File: src/rtl/seg_code_conv_if.sv
// Handshake/result bundle between the calculator datapath (master) and the
// seven-segment converter (slave).
interface seg_code_conv_if #(
    parameter int WIDTH  = 12,
    parameter int DIGITS = 3
);
    logic                  start;
    logic [WIDTH-1:0]      data;
    logic                  busy;
    logic                  done;
    logic                  ovf;
    logic [DIGITS*8-1:0]   code;

    modport master (output start, data, input busy, done, ovf, code);
    modport slave  (input start, data, output busy, done, ovf, code);
endinterface

File: src/rtl/seg_code_conv.sv
// Binary to seven-segment converter using a one-bit-per-clock double-dabble engine.
// Optional leading-zero blanking is enabled by defining SEG_BLANK_EN.
module seg_code_conv #(
    parameter int WIDTH  = 12,
    parameter int DIGITS = 3
) (
    input  logic           clk,
    input  logic           rst,
    seg_code_conv_if.slave bus
);
    localparam int BW = DIGITS * 4;
    localparam int CW = $clog2(WIDTH + 1);

    localparam logic [1:0] ST_IDLE   = 2'd0;
    localparam logic [1:0] ST_SHIFT  = 2'd1;
    localparam logic [1:0] ST_ENCODE = 2'd2;

    logic [1:0]          state_q,  state_d;
    logic [WIDTH-1:0]    bin_q,    bin_d;
    logic [BW-1:0]       bcd_q,    bcd_d;
    logic [CW-1:0]       cnt_q,    cnt_d;
    logic                sticky_q, sticky_d;
    logic [DIGITS*8-1:0] code_q,   code_d;
    logic                ovf_q,    ovf_d;
    logic                done_q,   done_d;

    logic [BW-1:0]       bcd_adj_s;
    logic [DIGITS*8-1:0] enc_s;
`ifdef SEG_BLANK_EN
    logic                lead_s;
`endif

    function automatic logic [7:0] seg_encode(input logic [3:0] nib);
        logic [7:0] seg;
        case (nib)
            4'd0:    seg = 8'hfc;
            4'd1:    seg = 8'h60;
            4'd2:    seg = 8'hda;
            4'd3:    seg = 8'hf2;
            4'd4:    seg = 8'h66;
            4'd5:    seg = 8'hb6;
            4'd6:    seg = 8'hbe;
            4'd7:    seg = 8'he0;
            4'd8:    seg = 8'hfe;
            4'd9:    seg = 8'hf6;
            default: seg = 8'h00;
        endcase
        return seg;
    endfunction

    // Add-3 correction of every BCD nibble ahead of the shift.
    always_comb begin
        bcd_adj_s = bcd_q;
        for (int k = 0; k < DIGITS; k++) begin
            if (bcd_q[4*k +: 4] >= 4'd5) begin
                bcd_adj_s[4*k +: 4] = bcd_q[4*k +: 4] + 4'd3;
            end else begin
                bcd_adj_s[4*k +: 4] = bcd_q[4*k +: 4];
            end
        end
    end

    // Segment encoding of the finished BCD value, scanned from the top digit down.
    always_comb begin
        enc_s = '0;
`ifdef SEG_BLANK_EN
        lead_s = 1'b1;
`endif
        for (int k = DIGITS - 1; k >= 0; k--) begin
            if (sticky_q) begin
                enc_s[8*k +: 8] = 8'h02;
`ifdef SEG_BLANK_EN
            end else if (lead_s && (bcd_q[4*k +: 4] == 4'd0) && (k != 0)) begin
                enc_s[8*k +: 8] = 8'h00;
`endif
            end else begin
                enc_s[8*k +: 8] = seg_encode(bcd_q[4*k +: 4]);
            end
`ifdef SEG_BLANK_EN
            if (bcd_q[4*k +: 4] != 4'd0) begin
                lead_s = 1'b0;
            end else begin
                lead_s = lead_s;
            end
`endif
        end
    end

    // Next-state logic for the IDLE / SHIFT / ENCODE sequencer and datapath.
    always_comb begin
        state_d  = state_q;
        bin_d    = bin_q;
        bcd_d    = bcd_q;
        cnt_d    = cnt_q;
        sticky_d = sticky_q;
        code_d   = code_q;
        ovf_d    = ovf_q;
        done_d   = 1'b0;
        case (state_q)
            ST_IDLE: begin
                if (bus.start) begin
                    bin_d    = bus.data;
                    bcd_d    = '0;
                    sticky_d = 1'b0;
                    cnt_d    = CW'(WIDTH);
                    state_d  = ST_SHIFT;
                end else begin
                    state_d  = ST_IDLE;
                end
            end
            ST_SHIFT: begin
                // A 1 leaving the top nibble means the value no longer fits in DIGITS digits.
                bcd_d    = {bcd_adj_s[BW-2:0], bin_q[WIDTH-1]};
                bin_d    = {bin_q[WIDTH-2:0], 1'b0};
                sticky_d = sticky_q | bcd_adj_s[BW-1];
                cnt_d    = cnt_q - CW'(1);
                if (cnt_q == CW'(1)) begin
                    state_d = ST_ENCODE;
                end else begin
                    state_d = ST_SHIFT;
                end
            end
            ST_ENCODE: begin
                code_d  = enc_s;
                ovf_d   = sticky_q;
                done_d  = 1'b1;
                state_d = ST_IDLE;
            end
            default: begin
                state_d = ST_IDLE;
            end
        endcase
    end

    // State and output registers with asynchronous reset.
    always_ff @(posedge clk or posedge rst) begin
        if (rst) begin
            state_q  <= ST_IDLE;
            bin_q    <= '0;
            bcd_q    <= '0;
            cnt_q    <= '0;
            sticky_q <= 1'b0;
            code_q   <= '0;
            ovf_q    <= 1'b0;
            done_q   <= 1'b0;
        end else begin
            state_q  <= state_d;
            bin_q    <= bin_d;
            bcd_q    <= bcd_d;
            cnt_q    <= cnt_d;
            sticky_q <= sticky_d;
            code_q   <= code_d;
            ovf_q    <= ovf_d;
            done_q   <= done_d;
        end
    end

    assign bus.busy = (state_q != ST_IDLE);
    assign bus.done = done_q;
    assign bus.ovf  = ovf_q;
    assign bus.code = code_q;

endmodule

File: src/flat_wrapper.sv
// flat-port wrapper written by rule: the top's interface ports become plain ports
module seg_code_conv_flat 
#(
    parameter int WIDTH  = 12,
    parameter int DIGITS = 3
)
  (clk, rst, bus_start, bus_data, bus_busy, bus_done, bus_ovf, bus_code);
  seg_code_conv_if #(.WIDTH(WIDTH), .DIGITS(DIGITS)) bus_i ();
  input  logic clk;
  input  logic rst;
  input wire logic [$bits(bus_i.start)-1:0] bus_start;
  input wire logic [$bits(bus_i.data)-1:0] bus_data;
  output wire logic [$bits(bus_i.busy)-1:0] bus_busy;
  output wire logic [$bits(bus_i.done)-1:0] bus_done;
  output wire logic [$bits(bus_i.ovf)-1:0] bus_ovf;
  output wire logic [$bits(bus_i.code)-1:0] bus_code;
  assign bus_i.start = bus_start;
  assign bus_i.data = bus_data;
  assign bus_busy = bus_i.busy;
  assign bus_done = bus_i.done;
  assign bus_ovf = bus_i.ovf;
  assign bus_code = bus_i.code;
  seg_code_conv #(.WIDTH(WIDTH), .DIGITS(DIGITS)) u_core (.clk(clk), .rst(rst), .bus(bus_i));
endmodule
File: config.mk
export PLATFORM = sky130hd
export DESIGN_NAME = seg_code_conv_flat
export DESIGN_NICKNAME = d
export VERILOG_FILES = /design/src/rtl/seg_code_conv_if.sv /design/src/rtl/seg_code_conv.sv /design/src/flat_wrapper.sv
export SDC_FILE = /design/constraint.sdc
export NUM_CORES = 1
export LEC_CHECK = 0
export BUFFER_PORTS_ARGS = -buffer_cell sky130_fd_sc_hd__buf_2
export CORE_UTILIZATION = 55
export CTS_CLUSTER_SIZE = 40
export DETAILED_ROUTE_END_ITERATION = 6
export PLACE_DENSITY = 0.8
export SLEW_MARGIN = 15
export SYNTH_ARGS = -nofsm -noshare
export SYNTH_HDL_FRONTEND = slang
export SYNTH_SLANG_ARGS = --single-unit
File: constraint.sdc
create_clock -name clk -period 2.05 [get_ports clk]
set_input_delay 0.205 -clock clk [delete_from_list [all_inputs] [get_ports clk]]
set_output_delay 0.205 -clock clk [all_outputs]
set_load 0.05 [all_outputs]
# Word-level counts from Yosys, hierarchy flattened
# Memories as Yosys holds them, arrays and structs flattened.
# Index checks and enable logic that the tools add are counted.
[totals]
input_bits = 15
reg_bits = 57
n_memories = 3
output_inout_bits = 27
mem_bits_ro = 336
word_cells = 45
[op_classes]
add_sub_neg = 4
n_mux = 18
eq_ne = 4
reduce_logical = 4
n_bitwise = 1
order_cmp = 3
[mem_list]
columns = ["memory", "words", "width", "rd", "rd_ports_with_merged_regs", "wr", "line_no", "text"]
rows = [
  ["(no name shown)", 16, 7, 1, 0, 0, "seg_code_conv.sv:35", "case (nib)"],
  ["(no name shown)", 16, 7, 1, 0, 0, "seg_code_conv.sv:35", ""],
  ["(no name shown)", 16, 7, 1, 0, 0, "seg_code_conv.sv:35", ""],
]
[ops]
columns = ["op", "n"]
rows = [
  ["case mux 12 bit (2 select lines)", 2],
  ["two-way mux 12 bit", 2],
  ["two-way mux 8 bit", 3],
  ["two-way mux 4 bit", 4],
  ["adder 4 x 2 -> 4 bit (second input constant)", 3],
  [">= comparator 4 x 3 -> 1 bit (second input constant)", 3],
  ["case mux 4 bit (2 select lines)", 1],
  ["equality test 4 x 1 -> 1 bit (second input constant)", 1],
  ["case mux 2 bit (2 select lines)", 1],
  ["nonzero test 2 bit", 2],
  ["subtractor 4 x 1 -> 4 bit (second input constant)", 1],
  ["two-way mux 1 bit", 3],
  ["equality test 2 x 1 -> 1 bit (second input constant)", 1],
  ["equality test 2 bit (second input constant)", 1],
  ["zero test 2 bit", 1],
  ["two-way mux 2 bit", 1],
  ["inequality test 2 bit (second input constant)", 1],
  ["case mux 1 bit (2 select lines)", 1],
  ["AND reduction 2 bit", 1],
  ["bitwise OR 1 bit", 1],
]

# Longest topological paths before layout
# Gate-level depths: netlist of run 1.
[depth]
ltp_word = 4
ltp_mapped = 6
mapped_depth_nobuf = 6

# Worst setup path before layout of run 1
# OpenSTA, ideal clock, no wires.
[synth_timing]
path_type = "register -> register"
startpoint = "register u_core.bcd_q[9]"
endpoint = "register u_core.bcd_q[10]"
period_less_slack_ns = 1.600
setup_slack_ns = 0.450
required_time_ns = 1.974
path_stages_with_launch = 7
n_path_buf = 0
arrival_time_ns = 1.523
setup_ns = 0.076
path_cell_list = "dfrtp_1 inv_1 ha_1 nand2b_1 a21oi_1 mux2_1 o21ai_1"
[synth_via]
elab_chain_len = 3
elab_cells_between_ends = 4
classes_between = "add/sub (1); order compare (1); mux (2)"
[synth_lines]
columns = ["element", "line_no", "text"]
rows = [
  ["start, declared", "seg_code_conv.sv:20", "logic [BW-1:0] bcd_q, bcd_d;"],
  ["start signal, assigned", "seg_code_conv.sv:140", "bcd_q <= '0;"],
  ["start signal, assigned", "seg_code_conv.sv:149", "bcd_q <= bcd_d;"],
  ["adder 4 x 2 -> 4 bit or >= comparator 4 x 3 -> 1 bit (tied branches)", "seg_code_conv.sv:56, seg_code_conv.sv:55", ""],
  ["two-way mux 4 bit *", "seg_code_conv.sv:55", "if (bcd_q[4*k +: 4] >= 4'd5) begin"],
  ["case mux 12 bit (2 select lines) *", "seg_code_conv.sv:99", "case (state_q)"],
]
# Every way passes the cells marked *; elsewhere a longest branch is shown, timed or not.
# A chain may end at the register's enable or synchronous reset.

# Worst setup path in the final report of run 1
[layout_timing]
startpoint = "register u_core.bcd_q[5]"
endpoint = "register u_core.bcd_q[6]"
# The elaborated chain is that of the path after synthesis.

==> flow_summary.toml, run 1 <==
[global_route]
grt_start_max_net_pins = 55
grt_use_total = 0.204
antenna_found_initial = 0
grt_overflow = 0
grt_first_pass_wirelength_um = 8640
first_global_vias = 1962

[floorplan]
dieHeight_um = 73.7
die_area_um2 = 5430
core-area_um2 = 4850
num_rows = 25
initial_utilization = 0.583
io_pins = 42
die_w_um = 73.7

[clock_network]
cts_resized = 0
cts_htree_levels = 2
root_buffer = "clkbuf_8"
cts_buffers = 5
clock-sinks = 54
clk_latency_ns = 0.30
cts_setup_buffers = 0
cts.reportedPaths.clkPinSlew_ns = 0.09
clk_path_buf_depth = 2
cts_tree = "built"
cts_hold_buf = 0

[pwr]
vdd_drop_max_uv = 579
power_density_nw_per_um2 = 1580
power_uw = 4940
p_leak_uw = 0.00151

[detailed_routing]
first_iter_violations = 136
first_pass_iters = 5
via_per_inst = 5.27
wl_per_cell_um = 12.1
via_count = 2170
drc = 0
postRouteAntennaNets = 0
routed_wl_um = 4990

[sta]
finalCritPeriodShare = 0.878
finalSetupTns_ns = 0
holdWs_ns = 0.0681
finalMaxSlewViolations = 0
setup_viol = 0
rsz0062_at_grt = "no"
slew_headroom = 0.560
skew_ns = 0.00353
min_period_ns = 1.80
worstMarginPinSlew_ns = 0.660
hold_viol_final = 0
fmax_mhz = 555

[final_layout]
fillCellCount = 428
diodes = 0
drive_gt1_frac = 0.162
fin_nets = 377
syn2layout_area_growth_pct = 10.3

[placement]
port_buffers = 38
hpwl_um = 3590
gp_congestion = 0.852

[logic_synthesis]
synth.ff_latch_count = 54
netlist_instances = 312
ys_warn_count = 0
yosysSeqAreaShare = 0.478
syn_area_um2 = 2830
yosysUniqueCellTypes = 38
syn_avg_cell_area_um2 = 9.06

[status]
status = "finished, final reports clean"

[critical_path]
criticalPathCategory = "reg2reg"
cp.required_ns = 2.28
cp-start-kind = "register"
worstPathMaxFanout = 7
critical_path_arrival_ns = 2.03
end_kind = "register"

[worst_hold_path]
hold_path_class = "in2async"

[run]
cap_viol_max_count = 0
-- final cells by class --
cell class / count / area (um2) / area share
tap: 67 / 83.8 / 0.0269
clock buffer: 7 / 76.3 / 0.0245
inverter: 15 / 56.3 / 0.0181
sequential: 54 / 1350 / 0.433
timing repair buffer: 44 / 235 / 0.0754
multi-input combinational: 225 / 1320 / 0.422
-- worst paths after layout --
check	depth (start not counted)	slack, ns	end	from
worst min register to register	2	0.49	u_core.bus.code[1]$_DFFE_PP0P_	u_core.bus.code[1]$_DFFE_PP0P_
min in group clk	3	0.13	u_core.bin_q[0]$_DFFE_PP0P_	bus_data[0]
worst max-delay path	6	0.25	u_core.bcd_q[6]$_DFFE_PP0P_	u_core.bcd_q[5]$_DFFE_PP0P_
worst max register to register	6	0.25	u_core.bcd_q[6]$_DFFE_PP0P_	u_core.bcd_q[5]$_DFFE_PP0P_
max in group asynchronous	3	1.54	u_core.bus.code[3]$_DFFE_PP0P_	rst
worst min-delay path	3	0.07	u_core.bin_q[2]$_DFFE_PP0P_	rst
-- logic make-up (layout without fill, tap and decap cells) --
kind of cell,Yosys count,count (layout),share of synthesized area
other,1,3,0.00133
xor gates and xnor gates,7,7,0.0217
AOI/OAI and AO/OA,83,83,0.171
DFF,54,54,0.478
adders and majority gates,17,17,0.0752
muxes,3,3,0.0115
buffers and inverters,35,66,0.0597
and+or+nand+nor,112,112,0.182
-- through the flow --
| stage | std cells | utilization | area, um2 | worst slack [ns] |
|---|---|---|---|---|
| floorplan | 314 | - | 2840 | 0.450 |
| global route | 412 | 0.643 | 3120 | 0.0798 |
| CTS | 412 | 0.643 | 3120 | 0.248 |
| global placement | 405 | 0.627 | 3040 | 0.369 |
| detailed placement | 405 | 0.627 | 3040 | 0.270 |
| finish | 412 | 0.643 | 3120 | 0.250 |
-- power breakdown --
part | switching [uW] | total, uW | internal, uW | leakage, uW
logic | 1610 | 2490 | 879 | 0.000798
registers | 419 | 1900 | 1490 | 0.000670
clock network | 307 | 543 | 236 | 0.0000383
-- sequential cells by signal (all words and copies together) (netlist names) --
name and count:
u_core.bcd_q 12, u_core.bin_q 12, u_core.bus.code 21, u_core.bus.done 1
u_core.bus.ovf 1, u_core.cnt_q 4, u_core.state_q 2, u_core.sticky_q 1
-- placed cells by master, fill, tap and decap left out, drive strengths merged, types with 3 or more instances in the layout --
cell type,instances
nand2,56
ha,17
nor2,28
nand2b,12
xnor2,4
xor2,3
o32ai,3
nand3,6
o21ai,44
a21oi,12
buf,44
clkbuf,7
inv,15
dfrtp,54
a211oi,6
nor3,3
a22o,3
a31oi,11
conb,3
-- critical path, cell delays in order (launching register included) --
cell	delay (ns)
dfrtp_1	0.45
inv_1	0.12
ha_1	0.21
nand2b_1	0.14
a21oi_1	0.33
mux2_1	0.37
o21ai_1	0.11
-- layer usage --
| metal | routed length (um) | GRT usage | vias up |
|---|---|---|---|
| met2 | 2310 | 0.328 | 54 |
| met5 | 0 | 0 | - |
| met1 | 2470 | 0.281 | 1000 |
| met3 | 183 | 0.0453 | 4 |
| met4 | 34 | 0.0449 | 0 |
| li1 | - | - | 1112 |
-- synthesized netlist by cell type --
cell       instances  share of area
a21oi_1           12          0.021
nor2b_1            1         0.0022
nor3b_4            1         0.0066
mux2_1             2         0.0080
xnor2_1            4          0.012
nor3_1             3         0.0053
nor4_2             1         0.0044
nand2_2            2         0.0044
nor2_4             1         0.0040
clkbuf_2           1         0.0018
mux2i_1            1         0.0035
and3b_1            1         0.0031
and3_1             1         0.0022
inv_1             14          0.019
buf_2             11          0.019
inv_2              1         0.0013
a32o_1             2         0.0071
nor2_1            27          0.036
xor2_1             3         0.0093
and2_1             1         0.0022
o31ai_1            1         0.0027
nor3b_1            1         0.0027
a211oi_1           6          0.016
buf_4              4          0.011
nand2_1           54          0.072
ha_1              17          0.075
buf_6              1         0.0040
o21ai_0            7          0.012
dfrtp_1           54           0.48
nand3_1            6          0.011
o21ai_1           37          0.065
conb_1             1         0.0013
clkbuf_1           3         0.0040
nand2b_1          12          0.027
a31oi_1           11          0.024
a22o_1             3         0.0093
o2bb2ai_1          1         0.0031
o32ai_1            3         0.0093
(Power assumes the default switching activity.)
==> run 2: changes to the inputs <==
MAX_ROUTING_LAYER = met4   (was not set)
clock period = 2 ns   (was 2.05 ns; I/O delays follow)
==> run 2 against run 1 <==
Global-route usage rose by 0.96 points. Final area unchanged. Sequential cell count unchanged. Critical endpoint unchanged. Critical path depth did not move.
==> flow_summary.toml, run 2 (synthesis gave the netlist of run 1 again) <==
[clock_network]
cts_buffers = 5
cts_hold_buf = 0
cts_resized = 0
cts.reportedPaths.clkPinSlew_ns = 0.09
clk_latency_ns = 0.30
clk_path_buf_depth = 2
clock-sinks = 54
cts_tree = "built"
root_buffer = "clkbuf_8"
cts_setup_buffers = 0
cts_htree_levels = 2

[sta]
fmax_mhz = 555
finalMaxSlewViolations = 0
setup_viol = 0
rsz0062_at_grt = "no"
hold_viol_final = 0
holdWs_ns = 0.0663
min_period_ns = 1.80
slew_headroom = 0.554
skew_ns = 0.00713
finalSetupTns_ns = 0
worstMarginPinSlew_ns = 0.667
finalCritPeriodShare = 0.900

[pwr]
p_switching_uw = 2400
p_leak_uw = 0.00151
vdd_drop_max_uv = 668
p_sw_frac = 0.474
power_density_nw_per_um2 = 1630
clock_power_share = 0.110
combPwrFrac = 0.505
power_frac_seq = 0.384
p_int_uw = 2660

[status]
status = "finished, final reports clean"

[detailed_routing]
drc = 0
routed_wl_um = 5040
first_iter_violations = 139
postRouteAntennaNets = 0
wl_per_cell_um = 12.2
via_per_inst = 5.23
first_pass_iters = 4
via_count = 2156

[floorplan]
initial_utilization = 0.583
core-area_um2 = 4850
die_w_um = 73.7
dieHeight_um = 73.7
io_pins = 42
num_rows = 25
die_area_um2 = 5430

[final_layout]
drive_gt1_frac = 0.162
largest_reg_flops = 21
layout_common_cells = "nand2_1 (54), dfrtp_1 (54), buf_2 (38)"
diodes = 0
syn2layout_area_growth_pct = 10.3
utilization = 0.643
fin_nets = 377

[placement]
port_buffers = 38
gp_congestion = 0.865
hpwl_um = 3590

[global_route]
first_global_vias = 1997
antenna_found_initial = 0
grt_overflow = 0
grt_first_pass_wirelength_um = 8800
grt_start_max_net_pins = 55
grt_use_total = 0.213

[critical_path]
cp-start-kind = "register"
worstPathMaxFanout = 7
cp.required_ns = 2.23
end_kind = "register"
critical_path_arrival_ns = 2.03
criticalPathCategory = "reg2reg"

[run]
cap_viol_max_count = 0

[worst_hold_path]
hold_path_class = "in2async"
-- run 2: cell counts in the layout (fill, tap and decap cells not counted) --
No cell type changed its count.
-- run 2: path summary, 6_finish.rpt --
path,start,endpoint,slack [ns],cells after the start
max,u_core.bcd_q[5]$_DFFE_PP0P_,u_core.bcd_q[6]$_DFFE_PP0P_,0.20,6
min,rst,u_core.bin_q[2]$_DFFE_PP0P_,0.07,3
max reg2reg,u_core.bcd_q[5]$_DFFE_PP0P_,u_core.bcd_q[6]$_DFFE_PP0P_,0.20,6
min reg2reg,u_core.bus.code[1]$_DFFE_PP0P_,u_core.bus.code[1]$_DFFE_PP0P_,0.49,2
max in group asynchronous,rst,u_core.bcd_q[11]$_DFFE_PP0P_,1.49,3
min in group clk,bus_data[0],u_core.bin_q[0]$_DFFE_PP0P_,0.12,3
-- run 2: power groups by stage --
| stage | clock (uW) | sequential (uW) | combinational, uW |
|---|---|---|---|
| detailed placement | 0 | 1960 | 2580 |
| global route | 620 | 2020 | 2890 |
| global placement | 0 | 1940 | 2520 |
| CTS | 575 | 1950 | 2590 |
| floorplan | 0 | 2350 | 1660 |
| finish | 560 | 1950 | 2560 |
-- run 2: metal layers --
metal  track usage  wire [um]
met5             -          0
met1         0.283       2580
met4        0.0641         59
met3        0.0329        128
met2         0.337       2270
-- run 2: final cells by class --
cell class	count	area, um2
fill	421	1730
sequential	54	1350
multi-input combinational	225	1320
timing repair buffer	44	235
tap	67	83.8
clock buffer	7	76.3
inverter	15	56.3
-- run 2: critical path, stage by stage, from the launching register on --
cell      delay [ns]
dfrtp_1         0.44
inv_1           0.12
ha_1            0.21
nand2b_1        0.14
a21oi_1         0.34
mux2_1          0.37
o21ai_1         0.11
-- run 2: per-stage QoR --
step                      cell area (um2)  power [uW]  instances  worst slack [ns]
after floorplan                      2840        4010        314             0.400
after CTS                            3120        5110        412             0.198
after global routing                 3120        5530        412            0.0326
after detailed placement             3040        4550        405             0.222
final                                3120        5070        412             0.200
after global placement               3040        4460        405             0.320
